[src/rtl/dog_anim_ctl.sv]
// dog_anim_ctl: dog sprite sequencer for the Duck Hunt draw pipeline.
// Plays the intro (walk, sniff, jump, dive into grass), then a hit or miss
// reaction (pop-up, hold, sink) for each round result from the game FSM.
// Ports:
//   clk, rst_n      pixel clock, asynchronous active-low reset
//   game_enable     level; 1 starts the intro from IDLE, 0 aborts to IDLE
//   round_valid     one-cycle pulse; round_hit/round_x qualified by it
//   dog_xpos/ypos   integer sprite position (px)
//   photo_index     sprite frame select
//   dog_visible     sprite enable
//   busy            high outside IDLE and HIDDEN
//   seq_done        one-cycle pulse when the intro or a reaction ends
module dog_anim_ctl #(
  parameter int unsigned FRAC        = 24,
  parameter int unsigned X_START     = 1024,
  parameter int unsigned Y_GROUND    = 515,
  parameter int unsigned X_SPOT      = 650,
  parameter int unsigned Y_APEX      = 390,
  parameter int unsigned Y_HIDE      = 600,
  parameter int unsigned Y_SHOW      = 450,
  parameter int unsigned WALK_V      = 26,
  parameter int unsigned JUMP_VX     = 20,
  parameter int unsigned JUMP_VY     = 70,
  parameter int unsigned FALL_VY     = 50,
  parameter int unsigned POP_VY      = 40,
  parameter int unsigned WALK_FRAMES = 6,
  parameter int unsigned FRAME_DIV   = 8388608,
  parameter int unsigned SPOT_CYCLES = 2000000,
  parameter int unsigned SHOW_CYCLES = 40000000
) (
  input  logic        clk,
  input  logic        rst_n,
  input  logic        game_enable,
  input  logic        round_valid,
  input  logic        round_hit,
  input  logic [11:0] round_x,
  output logic [11:0] dog_xpos,
  output logic [11:0] dog_ypos,
  output logic [3:0]  photo_index,
  output logic        dog_visible,
  output logic        busy,
  output logic        seq_done
);

  localparam int unsigned POS_W = FRAC + 12;
  localparam int unsigned CNT_W = 32;

  localparam logic [POS_W-1:0] X_START_FX  = POS_W'(X_START) << FRAC;
  localparam logic [POS_W-1:0] Y_GROUND_FX = POS_W'(Y_GROUND) << FRAC;
  localparam logic [POS_W-1:0] X_SPOT_FX   = POS_W'(X_SPOT) << FRAC;
  localparam logic [POS_W-1:0] Y_APEX_FX   = POS_W'(Y_APEX) << FRAC;
  localparam logic [POS_W-1:0] Y_HIDE_FX   = POS_W'(Y_HIDE) << FRAC;
  localparam logic [POS_W-1:0] Y_SHOW_FX   = POS_W'(Y_SHOW) << FRAC;
  localparam logic [POS_W-1:0] ZERO_FX     = '0;

  localparam logic [POS_W-1:0] WALK_V_FX  = POS_W'(WALK_V);
  localparam logic [POS_W-1:0] JUMP_VX_FX = POS_W'(JUMP_VX);
  localparam logic [POS_W-1:0] JUMP_VY_FX = POS_W'(JUMP_VY);
  localparam logic [POS_W-1:0] FALL_VY_FX = POS_W'(FALL_VY);
  localparam logic [POS_W-1:0] POP_VY_FX  = POS_W'(POP_VY);

  localparam logic [3:0] PH_WALK_LAST = 4'(WALK_FRAMES - 1);
  localparam logic [3:0] PH_SPOT      = 4'(WALK_FRAMES);
  localparam logic [3:0] PH_JUMP      = 4'(WALK_FRAMES + 1);
  localparam logic [3:0] PH_FALL      = 4'(WALK_FRAMES + 2);
  localparam logic [3:0] PH_HIT       = 4'(WALK_FRAMES + 3);
  localparam logic [3:0] PH_LAUGH0    = 4'(WALK_FRAMES + 4);
  localparam logic [3:0] PH_LAUGH1    = 4'(WALK_FRAMES + 5);

  localparam logic [CNT_W-1:0] DIV_LAST  = CNT_W'(FRAME_DIV - 1);
  localparam logic [CNT_W-1:0] SPOT_LAST = CNT_W'(SPOT_CYCLES - 1);
  localparam logic [CNT_W-1:0] SHOW_LAST = CNT_W'(SHOW_CYCLES - 1);

  typedef enum logic [3:0] {
    S_IDLE, S_WALK, S_SPOT, S_JUMP, S_FALL, S_HIDDEN, S_POP, S_SHOW, S_SINK
  } state_e;

  state_e            state_q, state_d;
  logic [POS_W-1:0]  x_q, x_d, y_q, y_d;
  logic [3:0]        photo_q, photo_d;
  logic              vis_q, vis_d;
  logic              busy_q, busy_d;
  logic              done_q, done_d;
  logic              hit_q, hit_d;
  logic [CNT_W-1:0]  div_q, div_d, cnt_q, cnt_d;
  logic              div_tick;

  // Decrement toward tgt; a step that would pass tgt lands exactly on it.
  function automatic logic [POS_W-1:0] step_dn(input logic [POS_W-1:0] p,
                                               input logic [POS_W-1:0] step,
                                               input logic [POS_W-1:0] tgt);
    logic [POS_W:0] lim;
    lim = {1'b0, tgt} + {1'b0, step};
    if ({1'b0, p} < lim) return tgt;
    return p - step;
  endfunction

  // Increment toward tgt with the same exact-landing clamp.
  function automatic logic [POS_W-1:0] step_up(input logic [POS_W-1:0] p,
                                               input logic [POS_W-1:0] step,
                                               input logic [POS_W-1:0] tgt);
    logic [POS_W:0] sum;
    sum = {1'b0, p} + {1'b0, step};
    if (sum > {1'b0, tgt}) return tgt;
    return sum[POS_W-1:0];
  endfunction

  // Next-state, position and output computation.
  always_comb begin
    state_d  = state_q;
    x_d      = x_q;
    y_d      = y_q;
    photo_d  = photo_q;
    vis_d    = vis_q;
    hit_d    = hit_q;
    done_d   = 1'b0;
    div_tick = (div_q == DIV_LAST);

    unique case (state_q)
      S_IDLE: begin
        if (game_enable) state_d = S_WALK;
      end
      S_WALK: begin
        if (x_q <= X_SPOT_FX) begin
          state_d = S_SPOT;
          photo_d = PH_SPOT;
        end else begin
          x_d = step_dn(x_q, WALK_V_FX, X_SPOT_FX);
          if (div_tick) photo_d = (photo_q == PH_WALK_LAST) ? 4'd0 : 4'(photo_q + 4'd1);
        end
      end
      S_SPOT: begin
        if (cnt_q == SPOT_LAST) begin
          state_d = S_JUMP;
          photo_d = PH_JUMP;
        end
      end
      S_JUMP: begin
        if (y_q <= Y_APEX_FX) begin
          state_d = S_FALL;
          photo_d = PH_FALL;
        end else begin
          x_d = step_dn(x_q, JUMP_VX_FX, ZERO_FX);
          y_d = step_dn(y_q, JUMP_VY_FX, Y_APEX_FX);
        end
      end
      S_FALL: begin
        if (y_q >= Y_HIDE_FX) begin
          state_d = S_HIDDEN;
          y_d     = Y_HIDE_FX;
          vis_d   = 1'b0;
          done_d  = 1'b1;
        end else begin
          x_d = step_dn(x_q, JUMP_VX_FX, ZERO_FX);
          y_d = step_up(y_q, FALL_VY_FX, Y_HIDE_FX);
        end
      end
      S_HIDDEN: begin
        y_d = Y_HIDE_FX;
        if (round_valid) begin
          state_d = S_POP;
          hit_d   = round_hit;
          x_d     = POS_W'(round_x) << FRAC;
          photo_d = round_hit ? PH_HIT : PH_LAUGH0;
          vis_d   = 1'b1;
        end
      end
      S_POP: begin
        if (y_q <= Y_SHOW_FX) state_d = S_SHOW;
        else                  y_d     = step_dn(y_q, POP_VY_FX, Y_SHOW_FX);
      end
      S_SHOW: begin
        if (cnt_q == SHOW_LAST) begin
          state_d = S_SINK;
        end else if (!hit_q && div_tick) begin
          photo_d = (photo_q == PH_LAUGH0) ? PH_LAUGH1 : PH_LAUGH0;
        end
      end
      S_SINK: begin
        if (y_q >= Y_HIDE_FX) begin
          state_d = S_HIDDEN;
          vis_d   = 1'b0;
          done_d  = 1'b1;
        end else begin
          y_d = step_up(y_q, POP_VY_FX, Y_HIDE_FX);
        end
      end
      default: state_d = S_IDLE;
    endcase

    // Dropping game_enable overrides every other event.
    if (!game_enable) begin
      state_d = S_IDLE;
      x_d     = X_START_FX;
      y_d     = Y_GROUND_FX;
      photo_d = 4'd0;
      vis_d   = 1'b1;
      hit_d   = 1'b0;
      done_d  = 1'b0;
    end

    // Divider and hold counter restart on each state entry.
    if (state_d != state_q || state_d == S_IDLE) begin
      div_d = '0;
      cnt_d = '0;
    end else begin
      div_d = div_tick ? '0 : CNT_W'(div_q + 1'b1);
      cnt_d = CNT_W'(cnt_q + 1'b1);
    end

    busy_d = !(state_d == S_IDLE || state_d == S_HIDDEN);
  end

  // State and output registers.
  always_ff @(posedge clk or negedge rst_n) begin
    if (!rst_n) begin
      state_q <= S_IDLE;
      x_q     <= X_START_FX;
      y_q     <= Y_GROUND_FX;
      photo_q <= 4'd0;
      vis_q   <= 1'b1;
      busy_q  <= 1'b0;
      done_q  <= 1'b0;
      hit_q   <= 1'b0;
      div_q   <= '0;
      cnt_q   <= '0;
    end else begin
      state_q <= state_d;
      x_q     <= x_d;
      y_q     <= y_d;
      photo_q <= photo_d;
      vis_q   <= vis_d;
      busy_q  <= busy_d;
      done_q  <= done_d;
      hit_q   <= hit_d;
      div_q   <= div_d;
      cnt_q   <= cnt_d;
    end
  end

  assign dog_xpos    = x_q[FRAC +: 12];
  assign dog_ypos    = y_q[FRAC +: 12];
  assign photo_index = photo_q;
  assign dog_visible = vis_q;
  assign busy        = busy_q;
  assign seq_done    = done_q;

endmodule
[config.mk]
export PLATFORM = sky130hd
export DESIGN_NAME = dog_anim_ctl
export DESIGN_NICKNAME = d
export VERILOG_FILES = /design/src/rtl/dog_anim_ctl.sv
export SDC_FILE = /design/constraint.sdc
export NUM_CORES = 1
export LEC_CHECK = 0
export CAP_MARGIN = 0
export CORE_MARGIN = 2
export CORE_UTILIZATION = 40
export CTS_CLUSTER_SIZE = 16
export DETAILED_ROUTE_END_ITERATION = 16
export HOLD_SLACK_MARGIN = 0.1
export PLACE_DENSITY = 0.53
export SYNTH_ARGS = -nofsm -noshare
export SYNTH_HDL_FRONTEND = slang
export SYNTH_SLANG_ARGS = --single-unit
[constraint.sdc]
create_clock -name clk -period 4.2 [get_ports clk]
set_input_delay 0.63 -clock clk [delete_from_list [all_inputs] [get_ports clk]]
set_output_delay 0.63 -clock clk [all_outputs]
set_load 0.02 [all_outputs]
==> impl_metrics.toml <==
[setup_path]
reg2reg_slack_ns = 0.12
critical_path.startpoint_type = "flip-flop"
cp_data_required_time_ns = 4.51
timing.critical_path.max_delay_family = "simple AND/OR/NAND/NOR gates"
crit_path_max_incr_delay_ns = 0.73
crit-reg2reg-launch = "y_q[10]$_DFFE_PN0P_"
critical_path_cell_count = 11
timing.critical_path.to_type = "flip-flop"
critical_path.n_buffers_inverters = 1
timing.critical_path.to = "y_q[19]$_DFFE_PN0P_"
worstReg2RegEnd = "y_q[19]$_DFFE_PN0P_"
timing.setup.critical_path_class = "flip-flop to flip-flop"
worstPathArrival_ns = 4.39
critPathSlowestCell = "or4_1"
reg2regPathDepth = 11
path_max_fanout = 12
startpoint = "y_q[10]$_DFFE_PN0P_"
crit_chain = "nand4_1 > or4_1 > o21ai_0 > o211ai_1 > nor4_2 > o31ai_2 > and2_1 > buf_4 > a221o_1 > a211oi_1 > o21ai_1"

[sta]
worst-slew-pin-transition_ns = 1.00
setup_viol_count_final = 0
min_period_ns = 4.08
max_slew_headroom_at_the_worst_pin_pct = 32.7
maximum_achievable_frequency_mhz = 245
post-route-period-util_pct = 97.1
drv_slew = 0
hold_violations = 0
final.setup_skew_ns = 0.0118

[synth]
nets_in_the_synthesized_netlist = 1769
synth_top_flop_cell = "dfrtp_1"
synthesis.instances = 1738
synth.top_cells.by_area = "dfrtp_1, xnor2_1, nor2_1"
register_bit_count_reported_by_yosys = 146
synth.lib_cells_used.distinct = 98
synth_edf_count = 0
sequential_area_share_after_synthesis_pct = 27.6
synth_top_area_cell = "dfrtp_1"
synth_area_sq_um = 13200
synth_async_sr_flop_share_pct = 100
synth_top_area_share_pct = 26.6
synth-warning-count = 0
syn-mean-instance-area_sq_um = 7.62

[place]
globalplace.congestion = 0.999
post_dp_cell_area_sq_um = 14700
port_buffers = 47
hpwl_detailed_mm = 37.7

[grt]
globalRouteOverflowTotal = 0
track_usage_pct = 30.6
grt_util_met3_pct = 5.95
grt.busiest_layer = "met2"
first_global_vias = 13400
met2_usage_pct = 45.7
grt_start_max_net_pins = 67
grt_pass1_wl_mm = 80.6
global_route.usage.met1_pct = 42.7
antenna_found_initial = 1

[power]
power.leakage_nw = 5.95
power.ir.vdd_worst_v = 0.000318
power_per_standard_cell_area_nw_per_um2 = 434
power_mw = 6.66

[clock_tree]
clock_tree.root_cell = "clkbuf_16"
cts_tree = "done"
cts_max_level = 4
cts_hold_buf = 0
worstSkewPairLatency_ns = 0.45
clk_pin_slew_worst_paths_ns = 0.07
max_root_sink_buffers = 2
numCtsBuffers = 17
cts_sinks = 146

[finish]
post-route-cell-area_sq_um = 15300
design.final.nets = 1812
seqCellArea_sq_um = 3660
area_growth_syn_to_layout_pct = 15.9
n_antenna_cell = 0
fill_cells = 3261
utilization_pct = 47.2
share_of_cells_above_drive_strength_1_pct = 13.0
multi_input_comb_area_sq_um = 8820

[routing]
detail_route.drc_violations = 0
drt_pre_antenna_iters = 5
avgViaCountPerCell = 6.35
postRouteAntennaNets = 0
num_vias = 14200
drt-wirelength-per-cell_microns = 23.3
totalWireLength_mm = 52.1
initialDrtViolationCount = 1811

[floorplan]
core_sq_um = 32500
dieArea_sq_um = 34600
placement_rows = 66
floorplan.initialDensity_pct = 40.7
die_height_microns = 186
fp.dieW_microns = 186
pin_count = 48

[status]
status = "finished clean"

[job]
maxCapViolations = 0

[min_path]
min_path_type = "input pin to async pin"
==> flip-flops by register name, summed over array words and instances (netlist names) <==
signal / cells
seq_done: 1
busy: 1
y_q: 35
dog_visible: 1
state_q: 4
hit_q: 1
x_q: 35
cnt_q: 32
photo_index: 4
div_q: 32
==> area by class of cell <==
| type | count | share of cell area, % |
|---|---|---|
| sequential | 146 | 23.9 |
| multi-input combinational | 1403 | 57.5 |
| inverter | 31 | 0.758 |
| tap | 442 | 3.60 |
| clock inverter | 12 | 1.02 |
| timing repair buffer | 182 | 10.4 |
| clock buffer | 19 | 2.89 |
==> worst min path at each step <==
stage,startpoint,to,slack (ns),depth (start not counted)
after floorplan,rst_n,busy$_DFF_PN0_,0.33,0
after global placement,div_q[0]$_DFF_PN0_,div_q[0]$_DFF_PN0_,0.49,1
after detailed placement,cnt_q[0]$_DFF_PN0_,cnt_q[0]$_DFF_PN0_,0.50,1
after CTS,rst_n,x_q[14]$_DFFE_PN0P_,0.23,1
after global routing,rst_n,div_q[0]$_DFF_PN0_,0.25,1
final,rst_n,div_q[15]$_DFF_PN0_,0.20,1
==> cell usage after synthesis (9+ instances only) <==
master / number
a211oi_1: 12
a21o_1: 12
a21oi_1: 84
a22o_1: 12
a22oi_1: 11
a31oi_1: 26
a32o_1: 17
and2_1: 12
and3_1: 24
and4_1: 14
buf_1: 9
buf_2: 34
buf_4: 26
clkbuf_1: 87
dfrtp_1: 141
ha_1: 14
inv_1: 28
nand2_1: 161
nand2b_1: 14
nand3_1: 73
nand4_1: 43
nor2_1: 169
nor2b_1: 12
nor3_1: 89
nor4_1: 44
nor4b_1: 9
o211ai_1: 18
o21a_1: 11
o21ai_0: 123
o21ai_1: 12
o221ai_1: 11
o22ai_1: 10
o31ai_1: 25
or2_2: 11
or3_1: 28
or4_1: 20
xnor2_1: 78
xor2_1: 61
==> cells in the final DEF, fill, tap and decap left out, drive strengths merged, types with 15 or more instances in the layout <==
cell           instances
a21oi                 84
a31oi                 26
a32o                  17
and3                  24
and4                  15
buf                  136
clkbuf                19
clkdlybuf4s50         46
dfrtp                141
inv                   32
nand2                161
nand3                 73
nand4                 46
nor2                 170
nor3                  89
nor4                  50
o211ai                19
o21ai                135
o31ai                 29
or3                   28
or4                   21
xnor2                 78
xor2                  61
==> logic make-up (layout without fill, tap and decap cells) <==
| kind of cell | Yosys count | after routing | share of synthesized area [%] |
|---|---|---|---|
| AOI/OAI and AO/OA | 486 | 486 | 25.1 |
| xor gates and xnor gates | 139 | 139 | 9.19 |
| adders and majority gates | 14 | 14 | 1.32 |
| buffers and inverters | 189 | 244 | 6.48 |
| DFF | 146 | 146 | 27.6 |
| muxes | 7 | 7 | 0.567 |
| and+or+nand+nor | 757 | 757 | 29.7 |
==> timing repair <==
item	CTS	global route
resized for setup	0	10
setup endpoints to repair	0	26
buffers inserted	0	4
==> where the power goes <==
part | total, mW | internal (mW) | leakage (nW) | switching [mW]
clock network | 1.63 | 0.949 | 0.282 | 0.685
registers | 1.90 | 1.57 | 1.99 | 0.328
logic | 3.13 | 1.20 | 3.67 | 1.93
total | 6.66 | 3.72 | 5.95 | 2.95
==> metrics by stage <==
| step | hold slack, ns | cells | worst slack, ns | setup TNS, ns |
|---|---|---|---|---|
| floorplan | 0.334 | 1738 | 0.597 | 0 |
| global placement | 0.494 | 2200 | 0.0793 | 0 |
| detailed placement | 0.502 | 2200 | 0.0741 | 0 |
| CTS | 0.229 | 2231 | 0.0447 | 0 |
| global route | 0.252 | 2235 | -0.0427 | -0.0427 |
| finish | 0.203 | 2235 | 0.121 | 0 |
==> routing by layer <==
layer  vias to the layer above  routed length (microns)
met5                         -                        0
met4                         0                     2330
met3                       134                     4240
met2                       689                    22400
met1                      6816                    23100
li1                       6550                        -
Power figures use the tool's default switching activity.
